### config.mk
export PLATFORM = sky130hd
export DESIGN_NAME = nfa_stream_feeder_flat
export DESIGN_NICKNAME = d
export VERILOG_FILES = /design/src/rtl/nfa_pkg.sv /design/src/rtl/nfa_stream_feeder_if.sv /design/src/rtl/nfa_stream_feeder.sv /design/src/flat_wrapper.sv
export SDC_FILE = /design/constraint.sdc
export NUM_CORES = 1
export LEC_CHECK = 0
export CORE_MARGIN = 2
export CORE_UTILIZATION = 43
export CTS_CLUSTER_SIZE = 25
export DETAILED_ROUTE_END_ITERATION = 16
export HOLD_SLACK_MARGIN = 0.03
export PLACE_DENSITY = 0.76
export SYNTH_ARGS = -nofsm -noshare
export SYNTH_HDL_FRONTEND = slang
export SYNTH_SLANG_ARGS = --single-unit
### constraint.sdc
create_clock -name clk -period 1.7 [get_ports clk]
set_clock_uncertainty 0.2 [all_clocks]
set_input_delay 0.34 -clock clk [delete_from_list [all_inputs] [get_ports clk]]
set_output_delay 0.34 -clock clk [all_outputs]
set_load 0.005 [all_outputs]
### src/rtl/nfa_pkg.sv
// Shared types and constants for the NFA stream front end.
package nfa_pkg;

  typedef enum logic [2:0] {
    ST_IDLE,
    ST_CLEAR,
    ST_STREAM,
    ST_DRAIN,
    ST_REPORT
  } feed_state_t;

  localparam logic [7:0] CHR_NUL   = 8'h00;
  localparam int         DEF_LEN_W = 16;

endpackage

### src/rtl/nfa_stream_feeder_if.sv
// Byte stream, engine drive and match report bundle for nfa_stream_feeder.
interface nfa_stream_feeder_if #(
  parameter int NUM_ENG = 8,
  parameter int LEN_W   = nfa_pkg::DEF_LEN_W
);
  logic               s_valid;
  logic               s_ready;
  logic [7:0]         s_data;
  logic               s_last;
  logic [7:0]         char_o;
  logic               chr_kill;
  logic               en;
  logic               sod;
  logic [NUM_ENG-1:0] match_i;
  logic               r_valid;
  logic               r_ready;
  logic [NUM_ENG-1:0] r_match;
  logic [LEN_W-1:0]   r_len;
  logic               r_ovf;

  // Environment side: packet buffer, engine array and report consumer.
  modport master (
    output s_valid, s_data, s_last, match_i, r_ready,
    input  s_ready, char_o, chr_kill, en, sod, r_valid, r_match, r_len, r_ovf
  );

  modport slave (
    input  s_valid, s_data, s_last, match_i, r_ready,
    output s_ready, char_o, chr_kill, en, sod, r_valid, r_match, r_len, r_ovf
  );
endinterface

### src/rtl/nfa_stream_feeder.sv
// Feeds packet bytes into the NFA engine array, flushes it after the last
// byte and returns one registered match report per packet.
module nfa_stream_feeder
  import nfa_pkg::*;
#(
  parameter int NUM_ENG   = 8,
  parameter int LEN_W     = DEF_LEN_W,
  parameter int DRAIN_CYC = 2
) (
  input logic               clk,
  input logic               rst,
  nfa_stream_feeder_if.slave bus
);

  localparam int               CNT_W   = $clog2(DRAIN_CYC + 1);
  localparam logic [LEN_W-1:0] LEN_MAX = '1;

  feed_state_t        state_q, state_d;
  logic               s_ready_q, s_ready_d;
  logic               en_q, en_d;
  logic               sod_q, sod_d;
  logic               kill_q, kill_d;
  logic [7:0]         char_q, char_d;
  logic               r_valid_q, r_valid_d;
  logic [NUM_ENG-1:0] r_match_q, r_match_d;
  logic [LEN_W-1:0]   r_len_q, r_len_d;
  logic               r_ovf_q, r_ovf_d;
  logic [CNT_W-1:0]   drain_cnt_q, drain_cnt_d;
  logic               accept;

  assign accept = s_ready_q & bus.s_valid;

  // Every output is a register loaded with the value for the coming cycle, so
  // s_ready is already high during CLEAR and the first byte lands right after it.
  always_comb begin
    // NOTE: every variable gets a default before the case so no path infers a latch.
    state_d     = state_q;
    s_ready_d   = s_ready_q;
    en_d        = 1'b0;
    sod_d       = 1'b0;
    kill_d      = 1'b0;
    char_d      = char_q;
    r_valid_d   = r_valid_q;
    r_match_d   = r_match_q;
    r_len_d     = r_len_q;
    r_ovf_d     = r_ovf_q;
    drain_cnt_d = drain_cnt_q;

    unique case (state_q)
      ST_IDLE: begin
        if (bus.s_valid) begin
          state_d   = ST_CLEAR;
          s_ready_d = 1'b1;
          sod_d     = 1'b1;
          en_d      = 1'b1;
          kill_d    = 1'b1;
          char_d    = CHR_NUL;
          r_len_d   = '0;
          r_ovf_d   = 1'b0;
        end
      end
      ST_CLEAR, ST_STREAM: begin
        state_d = ST_STREAM;
        if (accept) begin
          en_d   = 1'b1;
          char_d = bus.s_data;
          if (r_len_q == LEN_MAX) r_ovf_d = 1'b1;
          else                    r_len_d = r_len_q + LEN_W'(1);
          if (bus.s_last) begin
            state_d     = ST_DRAIN;
            s_ready_d   = 1'b0;
            drain_cnt_d = '0;
          end
        end
      end
      ST_DRAIN: begin
        // Killed characters push the last state bits into the sticky outputs.
        if (drain_cnt_q == CNT_W'(DRAIN_CYC)) begin
          state_d   = ST_REPORT;
          r_valid_d = 1'b1;
          r_match_d = bus.match_i;
        end else begin
          en_d        = 1'b1;
          kill_d      = 1'b1;
          char_d      = CHR_NUL;
          drain_cnt_d = drain_cnt_q + CNT_W'(1);
        end
      end
      ST_REPORT: begin
        if (bus.r_ready) begin
          state_d   = ST_IDLE;
          r_valid_d = 1'b0;
        end
      end
      default: state_d = ST_IDLE;
    endcase
  end

  // NOTE: state registers use non-blocking assignments so all of them update together.
  // NOTE: every register, including the report fields, is reset so an aborted packet leaves nothing behind.
  always_ff @(posedge clk or negedge rst) begin
    if (!rst) begin
      state_q     <= ST_IDLE;
      s_ready_q   <= 1'b0;
      en_q        <= 1'b0;
      sod_q       <= 1'b0;
      kill_q      <= 1'b0;
      char_q      <= CHR_NUL;
      r_valid_q   <= 1'b0;
      r_match_q   <= '0;
      r_len_q     <= '0;
      r_ovf_q     <= 1'b0;
      drain_cnt_q <= '0;
    end else begin
      state_q     <= state_d;
      s_ready_q   <= s_ready_d;
      en_q        <= en_d;
      sod_q       <= sod_d;
      kill_q      <= kill_d;
      char_q      <= char_d;
      r_valid_q   <= r_valid_d;
      r_match_q   <= r_match_d;
      r_len_q     <= r_len_d;
      r_ovf_q     <= r_ovf_d;
      drain_cnt_q <= drain_cnt_d;
    end
  end

  assign bus.s_ready  = s_ready_q;
  assign bus.en       = en_q;
  assign bus.sod      = sod_q;
  assign bus.chr_kill = kill_q;
  assign bus.char_o   = char_q;
  assign bus.r_valid  = r_valid_q;
  assign bus.r_match  = r_match_q;
  assign bus.r_len    = r_len_q;
  assign bus.r_ovf    = r_ovf_q;

endmodule

### src/flat_wrapper.sv
// flat-port wrapper written by rule: the top's interface ports become plain ports
module nfa_stream_feeder_flat import nfa_pkg::*;
#(
  parameter int NUM_ENG   = 8,
  parameter int LEN_W     = DEF_LEN_W,
  parameter int DRAIN_CYC = 2
)
  (clk, rst, bus_s_valid, bus_s_data, bus_s_last, bus_match_i, bus_r_ready, bus_s_ready, bus_char_o, bus_chr_kill, bus_en, bus_sod, bus_r_valid, bus_r_match, bus_r_len, bus_r_ovf);
  nfa_stream_feeder_if #(.NUM_ENG(NUM_ENG), .LEN_W(LEN_W)) bus_i ();
  input logic clk;
  input logic rst;
  input wire logic [$bits(bus_i.s_valid)-1:0] bus_s_valid;
  input wire logic [$bits(bus_i.s_data)-1:0] bus_s_data;
  input wire logic [$bits(bus_i.s_last)-1:0] bus_s_last;
  input wire logic [$bits(bus_i.match_i)-1:0] bus_match_i;
  input wire logic [$bits(bus_i.r_ready)-1:0] bus_r_ready;
  output wire logic [$bits(bus_i.s_ready)-1:0] bus_s_ready;
  output wire logic [$bits(bus_i.char_o)-1:0] bus_char_o;
  output wire logic [$bits(bus_i.chr_kill)-1:0] bus_chr_kill;
  output wire logic [$bits(bus_i.en)-1:0] bus_en;
  output wire logic [$bits(bus_i.sod)-1:0] bus_sod;
  output wire logic [$bits(bus_i.r_valid)-1:0] bus_r_valid;
  output wire logic [$bits(bus_i.r_match)-1:0] bus_r_match;
  output wire logic [$bits(bus_i.r_len)-1:0] bus_r_len;
  output wire logic [$bits(bus_i.r_ovf)-1:0] bus_r_ovf;
  assign bus_i.s_valid = bus_s_valid;
  assign bus_i.s_data = bus_s_data;
  assign bus_i.s_last = bus_s_last;
  assign bus_i.match_i = bus_match_i;
  assign bus_i.r_ready = bus_r_ready;
  assign bus_s_ready = bus_i.s_ready;
  assign bus_char_o = bus_i.char_o;
  assign bus_chr_kill = bus_i.chr_kill;
  assign bus_en = bus_i.en;
  assign bus_sod = bus_i.sod;
  assign bus_r_valid = bus_i.r_valid;
  assign bus_r_match = bus_i.r_match;
  assign bus_r_len = bus_i.r_len;
  assign bus_r_ovf = bus_i.r_ovf;
  nfa_stream_feeder #(.NUM_ENG(NUM_ENG), .LEN_W(LEN_W), .DRAIN_CYC(DRAIN_CYC)) u_core (.clk(clk), .rst(rst), .bus(bus_i));
endmodule
==> results of run 1 <==
-- power by group through the flow --
stage               logic (uW)  clock network, uW  registers [uW]
finish                    3000                840            1480
global route              3240                876            1510
CTS                       2490                847            1460
detailed placement        2340                  0            1500
global placement          2300                  0            1490
floorplan                 1180                  0            1520
-- state kept, by name, indices dropped and copies added, names as in the netlist --
name / count
u_core.bus.char_o: 8
u_core.bus.r_match: 8
u_core.bus.sod: 1
u_core.bus.r_valid: 1
u_core.bus.r_ovf: 1
u_core.drain_cnt_q: 2
u_core.bus.s_ready: 1
u_core.bus.en: 1
u_core.bus.chr_kill: 1
u_core.state_q: 3
u_core.bus.r_len: 16
-- worst max-delay path, delay by kind of cell (launching register included) --
| kind | cells | cell delay (ns) |
|---|---|---|
| AND/OR/NAND/NOR | 4 | 0.70 |
| adder cells (fa/ha/maj) | 1 | 0.20 |
| buffers and inverters | 1 | 0.13 |
| flip-flops | 1 | 0.40 |
| AO/OA/AOI/OAI | 1 | 0.07 |
-- repair_timing --
action,4_1_cts,5_1_grt
resized for setup,41,57
buffers inserted,13,10
setup endpoints to repair,52,47
hold endpoints to repair,43,0
hold buffers,1,0
pin swaps,5,20
gates cloned,0,2
-- kinds of logic after synthesis --
logic type | count (synthesis) | synth area share, %
AOI/OAI and AO/OA | 71 | 20.05
and+or+nand+nor | 69 | 17.35
DFF | 43 | 50.41
buffers and inverters | 20 | 5.861
muxes | 8 | 4.221
adders and majority gates | 3 | 1.700
xor gates and xnor gates | 1 | 0.4104
-- final cells by class --
type / count / area share [%]
Clock buffer: 6 / 2.300
Sequential cell: 43 / 29.98
Tap cell: 67 / 2.335
Multi-Input combinational cell: 152 / 30.57
Timing Repair Buffer: 126 / 33.22
Clock inverter: 2 / 0.9760
Inverter: 6 / 0.6274
-- metrics by stage --
stage	hold WS, ns	instance area [um^2]	util, %
2_1_floorplan	-0.1556	2167	-
3_3_place_gp	0.1345	3080	64.79
3_5_place_dp	0.1519	3080	64.79
4_1_cts	0.3074	3321	69.84
5_1_grt	0.3163	3590	75.50
6_report	0.2914	3590	75.50
-- routing by layer --
metal  global-route usage, %  up-vias  wire length (um)
met4                   7.937        0               147
met5                       0        -                 0
met3                   4.065       16               376
met1                   28.58     1061              2572
met2                   35.69       85              3220
li1                        -     1025                 -
-- cells in the final DEF (no fill, tap or decap), types with 2 or more instances in the layout --
cell,count
buf_12,3
buf_6,9
a21oi_1,7
dlymetal6s2s_1,11
o41ai_1,2
o31ai_1,7
dfrtp_1,43
o31ai_4,3
o21ai_2,8
nor2_1,15
and3_4,5
and4_1,2
nor3_1,3
clkdlybuf4s50_1,22
and2_1,2
o21ai_0,8
a31oi_1,6
a21oi_2,4
inv_1,6
and3_1,3
nand2_2,2
o21ai_1,20
dlygate4sd2_1,24
clkbuf_8,6
buf_4,53
nand2_1,17
clkbuf_16,2
nand4_1,8
mux2_2,8
-- worst max-delay path by stage --
stage	start	cells after the start	endpoint	slack, ns
floorplan	u_core.bus.r_len[0]	8	u_core.bus.r_len[9]	-0.08
global placement	bus_s_valid	7	u_core.bus.r_len[4]	-0.32
detailed placement	bus_s_valid	7	u_core.bus.r_len[2]	-0.35
CTS	u_core.bus.r_len[1]	8	u_core.bus.r_len[15]	-0.04
global route	u_core.bus.r_len[1]	7	u_core.bus.r_len[11]	-0.15
finish	u_core.bus.r_len[1]	7	u_core.bus.r_len[11]	-0.07
==> metrics.md, run 1 <==
| Metric | Value |
|---|---|
| Status | `complete, but fails checks` |
| Failing checks | `negative setup slack` |
| Critical Path RT | `about 1.7 ns` |
| Ys flop type | `dfrtp_1` |
| Cell taking the most area after synthesis | `dfrtp_1` |
| Post-Syn Instances | `215` |
| WL final | `roughly 6.3 mm` |
| Tmin final | `~1.8 ns` |
| WP data arrival | `around 1.8 ns` |
| Cell-by-cell listing of the critical path | `ha_2, and3_4, nand4_4, buf_4, nand2_2, or3_1, o21ai_1` |
| Slew Viols, Final | `0` |
| Largest net degree at the start of global routing | `44` |
| Sequential area share after synthesis | `~50%` |
| Leakage | `0.001811 uW` |
| Area of the core | `~0.0048 mm^2` |
| Max clock buf depth | `2` |
| Area of the die | `0.005544 mm^2` |
| FF-to-FF setup slack | `-0.07 ns` |
| Ys async rst share | `between 90% and 100%` |
| Unrepaired setup endpoints after global routing | `yes` |
| Reg2reg path depth | `7` |
| ANT cells | `0` |
| Critical path class | `reg2reg` |
| DP Cell Count | `between 300 and 400` |
| Post-Syn Nets | `around 240` |
| Hold EP | `u_core.bus.char_o[3]` |
| DRC | `0` |
| PortBufs | `58` |
| Root buffer cell | `clkbuf_8` |
| Overflow after GRT | `0` |
| Netlist cell types | `38` |
| GPL Wtd Cong | `approximately 0.86` |
| CP max stage cell | `dfrtp_1` |
| Area Growth Syn to Fin | `68.17%` |
| Top-count cell post-synth | `dfrtp_1` |
| Peak supply drop | `roughly 0.00093 V` |
| Worst R2R End | `u_core.bus.r_len[11]` |
| FF/Latch Area | `around 0.0011 mm^2` |
| Max Clk Rate | `~560 MHz` |
| Worst Setup End Kind | `flop` |
| Switch share | `around 36%` |
| Place WS | `-0.3461 ns` |
| Non-Filler Instances | `~400` |
| Global Route Usage Sum | `a little over a fifth` |
| Initial Utilization | `about 45%` |
| Total CTS buffers | `5` |
| Clk_lat worst skew | `about 0.30 ns` |
| 1st-iter DRT viols | `159` |
| Clock input transition at the sequential cells of the worst setup and hold paths | `approximately 0.090 ns` |
| Synth Cell Area | `between 0.002 and 0.0025 mm^2` |
| Hold Violations, Final | `0` |
| Gate power share | `56.4%` |
| Final Setup Violations | `23` |
| Std cell rows | `25` |
| Slew headroom | `79.34%` |
| Die W | `approximately 74 um` |
| TritonCTS clock tree | `built` |
| Critical path fanouts, max | `3` |
| HP Class | `reg2reg` |
| Psw | `approximately 1900 uW` |
| Worst stage delay on the critical path | `around 0.40 ns` |
| Area of the multi-input gates | `0.001097 mm^2` |
| Top cells by area, synth | `dfrtp_1, o21ai_0, mux2_2, o31ai_1, nand2_1` |
| Clk network pwr share | `roughly 16%` |
| Startpoint types | `flop` |
| Power, Total | `5324 uW` |
| Via count | `2187` |
| Yosys top cell area share | `roughly 50%` |
| Pwr dens | `1483 mW/mm^2` |
| DRT Pass-1 Iters | `6` |
| Hold path depth | `2` |
| Most frequent cells after synthesis | `dfrtp_1, o21ai_0, nand2_1` |
| MaxCap Viol Count | `0` |
| Global-route wire length before repair | `9.204 mm` |
| Yosys reg bits | `43` |
| Setup TNS | `-0.5439 ns` |
| Fillcell total | `306` |
| Ys Warns | `0` |
| Die height | `74.46 um` |
| Vias in the first global route | `2056` |
| Top-Level Pins | `59` |
| Fin worst setup slack | `-0.07426 ns` |
| CTS Sinks | `between 40 and 50` |
| DR WL/cell | `approximately 16 um` |
| Detail Route Antenna Nets | `0` |
| Hpwl dp | `3.782 mm` |
| Final nets | `roughly 360` |
| Mean Syn Cell Area | `9.928 um^2` |
| Worst Min Path Start | `u_core.bus.char_o[3]` |
| Fraction of layout cells with a size suffix above 1 | `between 30 and 40%` |
| Worst slew pin tran | `between 0.3 and 0.4 ns` |
| Antenna violations before repair | `0` |
| Via-per-instance ratio | `between 5 and 6` |
| H-Tree Depth | `2` |
| Post-synth EDFFs | `0` |
| Sequential share of power | `between 20% and 30%` |
| Internal | `3390 uW` |
| R2R Path Start | `u_core.bus.r_len[1]` |
| Final period util | `104.4%` |
No activity file was read; power rests on OpenSTA's default activity.
==> run 2: changes to the inputs <==
--- a/config.mk
+++ b/config.mk
@@ -5,6 +5,7 @@
 export SDC_FILE = /design/constraint.sdc
 export NUM_CORES = 1
 export LEC_CHECK = 0
+export CAP_MARGIN = 10
 export CORE_MARGIN = 2
 export CORE_UTILIZATION = 43
 export CTS_CLUSTER_SIZE = 25
==> results of run 2 <==
No change in the layout: final DEF, timing and power equal those of run 1.
==> run 3: changes to the inputs <==
--- a/config.mk
+++ b/config.mk
@@ -6,12 +6,15 @@
 export NUM_CORES = 1
 export LEC_CHECK = 0
 export CAP_MARGIN = 10
+export CELL_PAD_IN_SITES_DETAIL_PLACEMENT = 1
+export CELL_PAD_IN_SITES_GLOBAL_PLACEMENT = 1
 export CORE_MARGIN = 2
-export CORE_UTILIZATION = 43
+export CORE_UTILIZATION = 32
 export CTS_CLUSTER_SIZE = 25
 export DETAILED_ROUTE_END_ITERATION = 16
 export HOLD_SLACK_MARGIN = 0.03
-export PLACE_DENSITY = 0.76
+export PLACE_DENSITY_LB_ADDON = 0.1
+export REMOVE_ABC_BUFFERS = 1
 export SYNTH_ARGS = -nofsm -noshare
 export SYNTH_HDL_FRONTEND = slang
 export SYNTH_SLANG_ARGS = --single-unit
==> run 3 against run 2 <==
Compared with the run above: die area is 32% higher; highest routed layer unchanged; total power shrank 2.1%; register-to-register slack better by 0.02 ns; flip-flop and latch count is the same; combinational power shrank 2%; the flow still finishes with violations (negative setup slack); critical endpoint unchanged; utilization fell by 18 points; via count about the same.
==> metrics.md, run 3 (synthesized netlist as in run 1, its figures left out) <==
| Metric | Value |
|---|---|
| Detail Route Antenna Nets | `0 (unchanged)` |
| Final core occ | `57.43% (was 75.50%)` |
| Slew headroom | `82.65% (was 79.34%)` |
| Vias in the first global route | `2262 (was 2056)` |
| GPL Wtd Cong | `0.7688 (was 0.8567)` |
| HP Class | `reg2reg (unchanged)` |
| Max clock buf depth | `2 (unchanged)` |
| Critical path fanouts, max | `7 (was 3)` |
| Area Growth Syn to Fin | `71.81% (was 68.17%)` |
| H-Tree Depth | `2 (unchanged)` |
| Global Route Usage Sum | `18.99% (was 21.67%)` |
| Overflow after GRT | `0 (unchanged)` |
| Worst R2R End | `u_core.bus.r_len[11] (unchanged)` |
| Initial Utilization | `33.42% (was 44.89%)` |
| CTS Sinks | `43 (unchanged)` |
| Global-route wire length before repair | `11.16 mm (was 9.204 mm)` |
| Worst Setup End Kind | `flop (unchanged)` |
| Die W | `85.67 um (was 74.46 um)` |
| Total CTS buffers | `5 (unchanged)` |
| DRC | `0 (unchanged)` |
| Area of the core | `0.006386 mm^2 (was 0.004755 mm^2)` |
| Leakage | `0.001820 uW (was 0.001811 uW)` |
| Fin worst setup slack | `-0.05902 ns (was -0.07426 ns)` |
| FF-to-FF setup slack | `-0.06 ns (was -0.07 ns)` |
| ANT cells | `0 (unchanged)` |
| Max reg flops | `16 (unchanged)` |
| Final period util | `103.5% (was 104.4%)` |
| Final nets | `366 (was 357)` |
| WP data arrival | `1.79 ns (was 1.80 ns)` |
| Clk_lat worst skew | `0.31 ns (was 0.30 ns)` |
| Critical path class | `reg2reg (unchanged)` |
| TritonCTS clock tree | `built (unchanged)` |
| Hpwl dp | `4.305 mm (was 3.782 mm)` |
| Most frequent cells in the layout | `buf_4, dfrtp_1, dlygate4sd2_1 (unchanged)` |
| WHS | `0.2943 ns (was 0.2914 ns)` |
| MaxCap Viol Count | `0 (unchanged)` |
| Fraction of layout cells with a size suffix above 1 | `43.60% (was 35.82%)` |
| Critical Path RT | `1.73 ns (about the same)` |
| Place WS | `-0.3299 ns (was -0.3461 ns)` |
| PortBufs | `58 (unchanged)` |
| Unrepaired setup endpoints after global routing | `yes (unchanged)` |
| Area of the die | `0.007339 mm^2 (was 0.005544 mm^2)` |
| CP Capture Point | `u_core.bus.r_len[11] (unchanged)` |
| Slew Viols, Final | `0 (unchanged)` |
| Max Clk Rate | `568.5 MHz (was 563.6 MHz)` |
| Hold Violations, Final | `0 (unchanged)` |
| 1st-iter DRT viols | `85 (was 159)` |
| DRT Pass-1 Iters | `4 (was 6)` |
| Clock input transition at the sequential cells of the worst setup and hold paths | `0.09 ns (about the same)` |
| Root buffer cell | `clkbuf_8 (unchanged)` |
| Pwr dens | `1421 mW/mm^2 (was 1483 mW/mm^2)` |
| Crit. Startpoint | `u_core.bus.r_len[1] (unchanged)` |
| Startpoint types | `flop (unchanged)` |
| Setup TNS | `-0.1790 ns (was -0.5439 ns)` |
| Std cell rows | `29 (was 25)` |
| DR WL/cell | `16.53 um (was 15.71 um)` |
| Via count | `2186 (was 2187)` |
| Commonest non-fill, non-tap cell in the layout | `buf_4 (unchanged)` |
| Via-per-instance ratio | `5.192 (was 5.440)` |
| Tmin final | `1.759 ns (was 1.774 ns)` |
| R2R Path Start | `u_core.bus.r_len[1] (unchanged)` |
| Largest net degree at the start of global routing | `44 (unchanged)` |
| Peak supply drop | `0.0005948 V (was 0.0009345 V)` |
| Worst slew pin tran | `0.2570 ns (was 0.3100 ns)` |
| WL final | `6.959 mm (was 6.317 mm)` |
| Antenna violations before repair | `0 (unchanged)` |
| Top-Level Pins | `59 (unchanged)` |
| Die height | `85.67 um (was 74.46 um)` |
| Status | `complete, but fails checks (unchanged)` |
| Reg2reg path depth | `7 (unchanged)` |
| Failing checks | `negative setup slack (unchanged)` |
| Final Setup Violations | `6 (was 23)` |
run 3: cell types whose count changed in the layout (fill, tap and decap cells not counted), sizes merged:
cell and change:
buf +12, bufinv -1, clkbuf +3, clkdlybuf4s50 -3, clkinv -1, dlygate4sd2 +4, dlymetal6s2s -5
run 3: critical path, cell delays in order, from the launching register on:
cell      delay [ns]
dfrtp_1         0.40
ha_4            0.17
and3_4          0.21
nand4_4         0.10
o211ai_4        0.24
buf_6           0.18
a21oi_2         0.04
o21ai_1         0.14
run 3: routing by layer:
layer  share of wire, %  GRT usage (%)  vias up
li1                   -              -     1040
met1                 44          25.05     1082
met2                 49          31.25       56
met3                4.8          4.909        8
met4                1.8          4.762        0
met5                  0              0        -
run 3: final cells by class:
class | count | area [um^2]
clock buffers | 8 | 100.1
flip-flops and latches | 43 | 1079
multi-input cells | 152 | 1162
repair buffers | 135 | 1207
fillers | 725 | 2719
inverters | 6 | 22.52
well taps | 77 | 96.34
run 3: worst min-delay path by stage:
stage,startpoint,slack [ns],depth (start not counted),endpoint
6_report,u_core.bus.char_o[0],0.29,2,u_core.bus.char_o[0]
5_1_grt,u_core.bus.r_match[2],0.33,1,u_core.bus.r_match[2]
3_3_place_gp,rst,0.14,2,u_core.bus.char_o[6]
4_1_cts,u_core.bus.char_o[0],0.30,2,u_core.bus.char_o[0]
3_5_place_dp,rst,0.14,2,u_core.bus.char_o[5]
2_1_floorplan,rst,-0.16,0,u_core.bus.char_o[0]
run 3: through the flow:
step	total power, uW	cell area (um^2)	instances
after detailed placement	3867	3079	381
after floorplan	2494	2032	201
after global placement	3814	3079	381
after global routing	5564	3667	421
after CTS	4825	3426	411
final	5210	3667	421
run 3: report_power, final:
group	internal, uW	switching [uW]	total, uW
clock network	372	374	745
registers	1320	194	1520
logic	1530	1420	2950
total	3220	1990	5210
run 3: timing repair:
| item | CTS | global route |
|---|---|---|
| cloned | 0 | 1 |
| gates resized for setup | 94 | 56 |
| setup endpoints to repair | 60 | 44 |
| endpoints found under the hold margin | 43 | 0 |
| hold buffers | 1 | 0 |
| setup buffers | 21 | 10 |
| pin swaps | 18 | 10 |
==> RTL edit: new RTL, flow settings as in run 1 <==
Encoding of `feed_state_t`: now one-hot (5 bits for 5 states).
--- a/src/rtl/nfa_pkg.sv
+++ b/src/rtl/nfa_pkg.sv
@@ -1,12 +1,12 @@
 // Shared types and constants for the NFA stream front end.
 package nfa_pkg;
 
-  typedef enum logic [2:0] {
-    ST_IDLE,
-    ST_CLEAR,
-    ST_STREAM,
-    ST_DRAIN,
-    ST_REPORT
+  typedef enum logic [4:0] {
+    ST_IDLE   = 5'b00001,
+    ST_CLEAR  = 5'b00010,
+    ST_STREAM = 5'b00100,
+    ST_DRAIN  = 5'b01000,
+    ST_REPORT = 5'b10000
   } feed_state_t;
 
   localparam logic [7:0] CHR_NUL   = 8'h00;
Function: no difference found for any inputs over 10 cycles, from zero or initial values and one cycle with rst low; not proved beyond that.
==> RTL edit against run 1 <==
The flow still finishes with violations (negative setup slack). Worst setup slack got worse by 340 ps. Sequential share of layout area is 0.78 points lower. Synthesized area grew 1.2%. Sequential cell count is 2 higher. Total power decreased by 13%. Clock power up 5.0%. Routed wire length up 17%. First-iteration DRC count down 15%. Final area grew 7.6%. Largest cell class unchanged. Largest power group unchanged.
==> RTL edit: results (changes against run 1) <==
* Status: complete, but fails checks
* Violated checks: negative setup slack
* Synth unique cells at 42 (+11%)
* DRT Pass-1 Iters at 4 (-2)
* DRT iter0 DRCs at 135 (-15%)
* Wirelength, routed at 7370 µm (+17%)
* DP Worst Slack at -626 ps (-280 ps)
* Leakage at 1.87 nW (+3.3%)
* WL met2 at 3710 µm (+15%)
* Placed Cells incl. Taps at 381 (+3.0%)
* First-pass GRT wire length at 10400 µm (+13%)
* GRT Util Overall at 0.246 (+0.0297)
* Dpl hpwl at 4070 µm (+7.6%)
* Final worst-path setup slack at -417 ps (-343 ps)
* Filler instances at 272 (-11%)
* Vias in the first global route at 2244 (+9.1%)
* Fin Setup TNS at -12650 ps (-12110 ps)
* Critical Path AT at 2120 ps (+320 ps)
* Layout cell share with drive strength beyond 1 at 0.442 (+0.0834)
* Worst Reg-to-Reg Cells at 8 (+1)
* Crit-path slowest cell: or4_4
* Synth Area per Inst at 10.0 µm² (+0.70%)
* Syn nets at 239 (+0.42%)
* Final setup violating endpoints at 39 (+70%)
* Via density per instance at 5.39 (-0.88%)
RTL edit: changes by cell type after synthesis, sizes merged, moves of 5 or more:
cell and change:
nand2 +12, and3 -9, nand4 -9, nand3 +8, o21ai -7, nor2 -6, a21oi -5
RTL edit: repair_timing:
| item | 4_1_cts | 5_1_grt |
|---|---|---|
| pin swaps | 14 | 12 |
| endpoints found under the hold margin | 12 | 0 |
| cloned | 1 | 2 |
| setup buffers | 18 | 9 |
| hold buffers | 1 | 0 |
| resized for setup | 90 | 42 |
| endpoints found under the setup margin | 73 | 49 |
RTL edit: per-stage QoR:
stage	hold WS (ps)	area, µm²
after global placement	90.7	3210
after floorplan	-156	2230
after CTS	282	3630
after detailed placement	90.4	3210
after global routing	312	3860
final	283	3860
RTL edit: logic make-up (layout without fill, tap and decap cells):
family,count (synthesis),in the layout,synth area share
and+or+nand+nor,78,78,0.179
DFF,45,45,0.522
AOI/OAI and AO/OA,63,63,0.196
xor gates and xnor gates,1,1,0.00406
adders and majority gates,2,2,0.0116
buffers and inverters,18,153,0.0406
muxes,9,9,0.0463
RTL edit: routing by layer:
| metal | track usage | vias up |
|---|---|---|
| met4 | 0.0933 | 0 |
| met5 | 0 | - |
| met2 | 0.424 | 107 |
| met1 | 0.300 | 1079 |
| met3 | 0.0589 | 17 |
| li1 | - | 1051 |
RTL edit: cell type report:
type	instances	area, µm²	area share
multi-input combinational	153	1210	0.313
timing repair buffer	138	1290	0.335
inverter	7	26.3	0.00680
sequential	45	1130	0.292
clock inverter	2	37.5	0.00972
clock buffer	6	82.6	0.0214
tap	67	83.8	0.0217
RTL edit: power by group:
group / internal (W) / switching [W]
Sequential: 0.00131 / 0.000134
Clock: 0.000478 / 0.000404
Combinational: 0.00124 / 0.00105
